File: config.mk
export PLATFORM = sky130hd
export DESIGN_NAME = sdram_req_arbiter
export DESIGN_NICKNAME = d
export VERILOG_FILES = /design/src/rtl/sdram_req_arbiter.sv
export SDC_FILE = /design/constraint.sdc
export NUM_CORES = 1
export LEC_CHECK = 0
export CELL_PAD_IN_SITES_DETAIL_PLACEMENT = 1
export CELL_PAD_IN_SITES_GLOBAL_PLACEMENT = 1
export CORE_MARGIN = 10
export CORE_UTILIZATION = 34
export CTS_CLUSTER_SIZE = 24
export DETAILED_ROUTE_END_ITERATION = 7
export PLACE_DENSITY_LB_ADDON = 0.1
export SLEW_MARGIN = 25
export SYNTH_ARGS = -nofsm -noshare
export SYNTH_HDL_FRONTEND = slang
export SYNTH_SLANG_ARGS = --single-unit
File: constraint.sdc
create_clock -name mem_clk -period 3.1 [get_ports mem_clk]
set_clock_uncertainty 0.1 [all_clocks]
set_input_delay 0.62 -clock mem_clk [delete_from_list [all_inputs] [get_ports mem_clk]]
set_output_delay 0.62 -clock mem_clk [all_outputs]
set_load 0.05 [all_outputs]
File: src/rtl/sdram_req_arbiter.sv
// Arbitrates the single sdrc_core application port between the video refill reader
// and the FTDI host writer, sequencing each transfer and bounding write starvation.
module sdram_req_arbiter #(
   parameter int AW         = 25,
   parameter int RD_LEN     = 8,
   parameter int GUARD_CYC  = 2,
   parameter int STARVE_MAX = 16,
   parameter int TIMEOUT    = 255
) (
   input  logic          mem_clk,
   input  logic          reset,
   input  logic          rd_req,
   input  logic [AW-1:0] rd_addr,
   output logic          rd_ack,
   input  logic          wr_req,
   input  logic [AW-1:0] wr_addr,
   output logic          wr_ack,
   output logic          wr_data_next,
   output logic          app_req,
   output logic [AW-1:0] app_req_addr,
   output logic [8:0]    app_req_len,
   output logic          app_req_wr_n,
   output logic          app_req_dma_last,
   input  logic          app_req_ack,
   input  logic          app_rd_valid,
   input  logic          app_last_rd,
   input  logic          app_last_wr,
   input  logic          app_wr_next_req,
   output logic          busy,
   output logic          timeout_err,
   output logic [2:0]    state_dbg
);

   localparam int SW = $clog2(STARVE_MAX + 1);

   typedef enum logic [2:0] {
      IDLE    = 3'd0,
      RD_REQ  = 3'd1,
      RD_DATA = 3'd2,
      WR_REQ  = 3'd3,
      WR_DATA = 3'd4,
      GUARD   = 3'd5
   } state_t;

   state_t        state;
   state_t        state_next;
   logic [AW-1:0] addr_q;
   logic [8:0]    beat_cnt;
   logic [7:0]    cyc_cnt;
   logic [SW-1:0] starve_cnt;
   logic          rd_done;
   logic          data_timeout;
   logic          abort;

   // Next state and all port-side outputs; cyc_cnt doubles as data-phase timeout and guard timer.
   always_comb begin
      state_next       = state;
      abort            = 1'b0;
      rd_done          = app_last_rd || (app_rd_valid && beat_cnt == 9'(RD_LEN - 1));
      data_timeout     = (cyc_cnt == 8'(TIMEOUT - 1));
      app_req          = 1'b0;
      app_req_addr     = '0;
      app_req_len      = '0;
      app_req_wr_n     = 1'b1;
      app_req_dma_last = 1'b0;
      rd_ack           = 1'b0;
      wr_ack           = 1'b0;
      wr_data_next     = 1'b0;
      case (state)
         IDLE: begin
            if (wr_req && starve_cnt == SW'(STARVE_MAX)) state_next = WR_REQ;
            else if (rd_req) state_next = RD_REQ;
            else if (wr_req) state_next = WR_REQ;
         end
         RD_REQ: begin
            app_req          = 1'b1;
            app_req_addr     = addr_q;
            app_req_len      = 9'(RD_LEN);
            app_req_dma_last = 1'b1;
            rd_ack           = app_req_ack && !reset;
            if (app_req_ack) state_next = RD_DATA;
         end
         RD_DATA: begin
            if (rd_done) begin
               state_next = GUARD;
            end else if (data_timeout) begin
               state_next = GUARD;
               abort      = 1'b1;
            end
         end
         WR_REQ: begin
            app_req      = 1'b1;
            app_req_addr = addr_q;
            app_req_len  = 9'd1;
            app_req_wr_n = 1'b0;
            wr_ack       = app_req_ack && !reset;
            if (app_req_ack) state_next = WR_DATA;
         end
         WR_DATA: begin
            wr_data_next = app_wr_next_req;
            if (app_last_wr) begin
               state_next = GUARD;
            end else if (data_timeout) begin
               state_next = GUARD;
               abort      = 1'b1;
            end
         end
         GUARD: begin
            if (cyc_cnt == 8'(GUARD_CYC - 1)) state_next = IDLE;
         end
         default: state_next = IDLE;
      endcase
   end

   // State register plus address capture, beat/cycle counters and starvation accounting.
   always_ff @(posedge mem_clk) begin
      if (reset) begin
         state       <= IDLE;
         addr_q      <= '0;
         beat_cnt    <= '0;
         cyc_cnt     <= '0;
         starve_cnt  <= '0;
         timeout_err <= 1'b0;
      end else begin
         state   <= state_next;
         cyc_cnt <= (state_next != state) ? 8'd0 : cyc_cnt + 8'd1;
         if (state == IDLE) begin
            if (state_next == WR_REQ) addr_q <= wr_addr;
            else if (state_next == RD_REQ) addr_q <= rd_addr;
         end
         if (state != RD_DATA) beat_cnt <= '0;
         else if (app_rd_valid) beat_cnt <= beat_cnt + 9'd1;
         // Only reads accepted while a write waits count toward the starvation limit.
         if (state == RD_REQ && app_req_ack && wr_req && starve_cnt != SW'(STARVE_MAX))
            starve_cnt <= starve_cnt + SW'(1);
         else if (state == WR_REQ && app_req_ack)
            starve_cnt <= '0;
         if (abort) timeout_err <= 1'b1;
      end
   end

   assign busy      = (state != IDLE);
   assign state_dbg = state;

endmodule
Yosys cells after proc, flatten, opt, wreduce, memory -nomap -nowiden
Index checks and enable logic that the tools add are counted.
{ "op_classes": {"n_addsub": 3, "mul": 0, "div_mod_pow": 0, "n_lt_le_gt_ge": 0, "eq_ne": 14, "shifts": 0, "n_mux": 26, "bitwise_logic": 0, "reduce_logical": 17} }
{ "op_table": {"columns": ["cell", "n"], "rows": [
  ["25-bit 2-to-1 mux", 3],
  ["3-bit 2-to-1 mux", 9],
  ["3-bit one-hot mux with 6 select lines", 1],
  ["5-bit 2-to-1 mux", 2],
  ["9-bit by 1-bit adder with 9-bit output (second input constant)", 1],
  ["3-bit by 2-bit equality test with 1-bit output (second input constant)", 3],
  ["9-bit by 3-bit equality test with 1-bit output (second input constant)", 1],
  ["1-bit 2-to-1 mux", 9],
  ["8-bit by 1-bit adder with 8-bit output (second input constant)", 1],
  ["8-bit by 1-bit equality test with 1-bit output (second input constant)", 1],
  ["8-bit equality test (second input constant)", 1],
  ["4-bit one-hot mux with 2 select lines", 1],
  ["1-bit logical AND", 7],
  ["3-bit by 1-bit equality test with 1-bit output (second input constant)", 2],
  ["3-bit equality test (second input constant)", 2],
  ["2-bit OR reduction", 3],
  ["5-bit by 1-bit adder with 5-bit output (second input constant)", 1],
  ["5-bit equality test (second input constant)", 1],
  ["5-bit inequality test (second input constant)", 1],
  ["2-bit nonzero test", 2],
  ["3-bit logical NOT", 1],
  ["3-bit by 2-bit inequality test with 1-bit output (second input constant)", 1],
  ["3-bit inequality test", 1],
  ["3-bit nonzero test", 1],
  ["4 further kinds", 4]
]} }
{ "word_totals": {"reg_bits": 51, "latchBits": 0, "mem_bits_rw": 0, "romBits": 0, "in_bits": 59, "output_inout_bits": 45, "word_cells": 66, "memories": 0} }

Longest topological paths before layout
{ "logic_depth": {"ltp_word": 8, "ltp_mapped": 9} }

Worst setup path after synthesis
OpenSTA, ideal clock, no wires.
{ "synth_timing": {"path_kind": "flip-flop to output port", "start": "reg state[0], in the netlist state_dbg[0]", "end": "out rd_ack", "arrival_ns": 2.937, "required_time_ns": 2.380, "slack_ns": -0.557, "path_stages_with_launch": 4, "n_path_buf": 0, "cell_sequence": "dfxtp_1 -> nor3b_1 -> nand2_1 -> nor2_1"} }
{ "synth_between": {"elab_chain_len": 2} }
{ "synth_lines": {"columns": ["element", "line_no", "rtl"], "rows": [
  ["start, declared", "45", "state_t state;"],
  ["start signal, assigned", "125", "state <= state_next;"],
  ["3-bit by 1-bit equality test with 1-bit output", "69", "case (state)"],
  ["1-bit 2-to-1 mux", "69", null],
  ["end, declared", "14", "output logic rd_ack,"]
]} }
No other way between the ends.

Final worst setup path
{ "layout_timing": {"start": "reg state[2], in the netlist state_dbg[2]", "end": "out wr_ack"} }
{ "layout_between": {"elab_chain_len": 2} }
{ "layout_lines": {"columns": ["element", "line_no", "rtl"], "rows": [
  ["3-bit by 2-bit equality test with 1-bit output", "69", null],
  ["1-bit 2-to-1 mux", "69", null],
  ["end, declared", "17", "output logic wr_ack,"]
]} }
No other way between the ends.

==> results.md <==
* Synth Area in Compound Gates at 0.150
* DIE HEIGHT at 110 um
* VDD IR-drop max at 0.000242 V
* Reg clk slew, reported paths at 0.09 ns
* CP arrival at 2.15 ns
* Post-Layout Cell Count at 509
* Sequential area share after synthesis at 0.373
* Synth warn at 0
* 1st-iter DRT viols at 50
* Routed vias at 2529
* Clock network latency to the later pin of the worst-skew pair at 0.30 ns
* Dpl hpwl at 6540 um
* Core Region at 0.00777 sq mm
* # setup viols final at 0
* # rows at 32
* IO Port Bufs at 96
* Final hold vios at 0
* Detailed Routing Iterations Pass 1 at 4
* Root buf cell: clkbuf_8
* Pwr/cell area at 492 mW/mm^2
* Pin count of the biggest net entering global routing at 45
* EDFF count, synth at 0
* Slowest CP cell: nor2b_4
* Synth Flop Type: dfxtp_1
* Die area at 0.0120 sq mm
* TritonCTS Buffers at 5
* Cell taking the most area after synthesis: dfxtp_1
* FFs w/ async S/R, synth at 0
* H-tree depth at 2
* First-pass GRT wire length at 13300 um
* Yosys top cell area share at 0.373
* CTS tree: yes
* Most common cell on crit path: nand2_1
* Final GP Congestion at 0.727
* Xor and xnor fraction of the mapped netlist area at 0.0416
* Synthesized area at 0.00273 sq mm
* Fraction of layout cells with a size suffix above 1 at 0.147
* Fmax at 349 MHz
* Max FO, Critical Path at 27
* Most common cell after layout, fill and taps aside: clkdlybuf4s50_1
* Least-Margin Pin Slew at 0.577 ns
* Critical Path RT at 2.38 ns
* Chip Width at 110 um
* Max_cap viols at 0
* Reg area at 0.00102 sq mm
* CP Class: flop to output pin
* Largest family of logic cells by synthesized area: simple AND/OR/NAND/NOR gates
* Relative slew slack at 0.614
* Final ANT Viol Nets at 0
* Max Root-Sink Buffers at 2
* #FFs+latches synth at 51
* Net count, final at 472
* Area added between synthesis and finish at 52.4%
* Gr usage total at 0.138
* Worst setup EP type: output pin
* Cells taking the most area after synthesis: dfxtp_1 37%, mux2i_1 9.5%, a211oi_1 7.7%
* Congestion Overflow GR at 0
* Average cell area after synthesis at 8.65 sq um
* # IOs at 104
* # fillers at 890
* Clock period minus worst slack at 2.87 ns
* Synth Area in Simple Gates at 0.242
* Post-Synth Adder-Cell Area at 0.0275
* Setup crit start kind: flop
* Pleak at 1.68 nW
* Fin crit share at 0.925
* Max-slew violation count at 0
* Post-Place Cells at 502
* Post-synthesis mux area share at 0.0952
* Final wirelength at 8350 um
* Initial Util at 0.352
* Number of global-route vias before repair at 2559
* Crit-path max cell delay at 0.53 ns
* Post-Route Setup TNS at 0 ns
* Routed WL per cell at 16.4 um
* Hold Crit Class: flop to flop
* Multi-input logic area at 0.00158 sq mm
* Worst path cell trace: nor2b_4, nand2_1, clkinvlp_4, nand2_1, nor2_2, buf_12
* CTS sink cnt at 51
* Drt drc at 0
* Most frequent cells in the layout: 65 x clkdlybuf4s50_1, 51 x dfxtp_1, 49 x nor2_1
* Post-Syn Instances at 316
* Ant. Diodes at 0
* Vias per inst at 4.97
* RSZ-0062 raised after global routing: false
* Count of cell types in the netlist at 43
* Status: completed
* Initial antenna violation count at 0
## area by class of cell
| type | count | area share |
|---|---|---|
| multi-input combinational | 237 | 0.378 |
| timing repair buffer | 104 | 0.317 |
| sequential | 51 | 0.245 |
| tap | 102 | 0.0306 |
| clock buffer | 6 | 0.0198 |
| inverter | 8 | 0.00811 |
| clock inverter | 1 | 0.00120 |
## critical path: cells and delay by family, from the launching register on
kind	cells	cell delay, ns
buffers and inverters	2	0.34
flip-flops	1	0.45
AND/OR/NAND/NOR	4	1.04
## sequential cells by signal (all words and copies together), names as in the netlist
register,cells
beat_cnt,9
state_dbg,3
cyc_cnt,8
addr_q,25
starve_cnt,5
timeout_err,1
## power breakdown
| group | internal [mW] | switching, mW |
|---|---|---|
| registers | 0.730 | 0.0494 |
| clock network | 0.176 | 0.217 |
| logic | 0.385 | 0.492 |
## timing repair
action	4_1_cts	5_1_grt
endpoints found under the setup margin	1	0
hold buffers	0	0
gates resized for setup	1	0
setup buffers	0	0
## metal layers
metal / routed length, um / global-route usage / vias up
met5: 0 / 0 / -
met3: 464 / 0.0339 / 6
li1: - / - / 1271
met1: 3720 / 0.175 / 1196
met4: 74 / 0.0362 / 0
met2: 4090 / 0.230 / 56
## through the flow
stage | total power [mW] | utilization | instance area, sq um | setup slack (ns) | hold slack, ns
floorplan | 1.31 | - | 2770 | 0.0172 | 0.340
global placement | 1.66 | 0.524 | 4070 | 0.276 | 0.374
detailed placement | 1.68 | 0.524 | 4070 | 0.181 | 0.364
CTS | 2.08 | 0.536 | 4170 | 0.188 | 0.396
global route | 2.17 | 0.536 | 4170 | 0.00519 | 0.421
finish | 2.05 | 0.536 | 4170 | 0.232 | 0.392
## cell usage after synthesis, drive strengths merged (6+ instances only)
cell,n
nand2,18
mux2i,26
ha,6
xor2,6
xnor2,7
a21oi,12
buf,14
clkbuf,12
dfxtp,51
nor2,50
nand3,6
inv,8
a211oi,29
and2,26
## worst paths after layout
kind / depth (start not counted) / slack [ns] / from / endpoint
setup / recovery: 6 / 0.23 / state_dbg[2]$_SDFF_PP0_ / wr_ack
setup reg to reg: 7 / 0.85 / state_dbg[2]$_SDFF_PP0_ / addr_q[20]$_SDFFE_PP0P_
hold reg to reg: 2 / 0.39 / timeout_err$_SDFFE_PP0P_ / timeout_err$_SDFFE_PP0P_
hold / removal: 2 / 0.39 / timeout_err$_SDFFE_PP0P_ / timeout_err$_SDFFE_PP0P_
## kinds of logic after synthesis
| logic type | after synthesis |
|---|---|
| AO/OA/AOI/OAI | 56 |
| AND/OR/NAND/NOR | 129 |
| flip-flops | 51 |
| XOR/XNOR | 13 |
| buffers and inverters | 34 |
| multiplexers | 26 |
| other | 1 |
| adder cells (fa/ha/maj) | 6 |
Power figures use the tool's default switching activity.
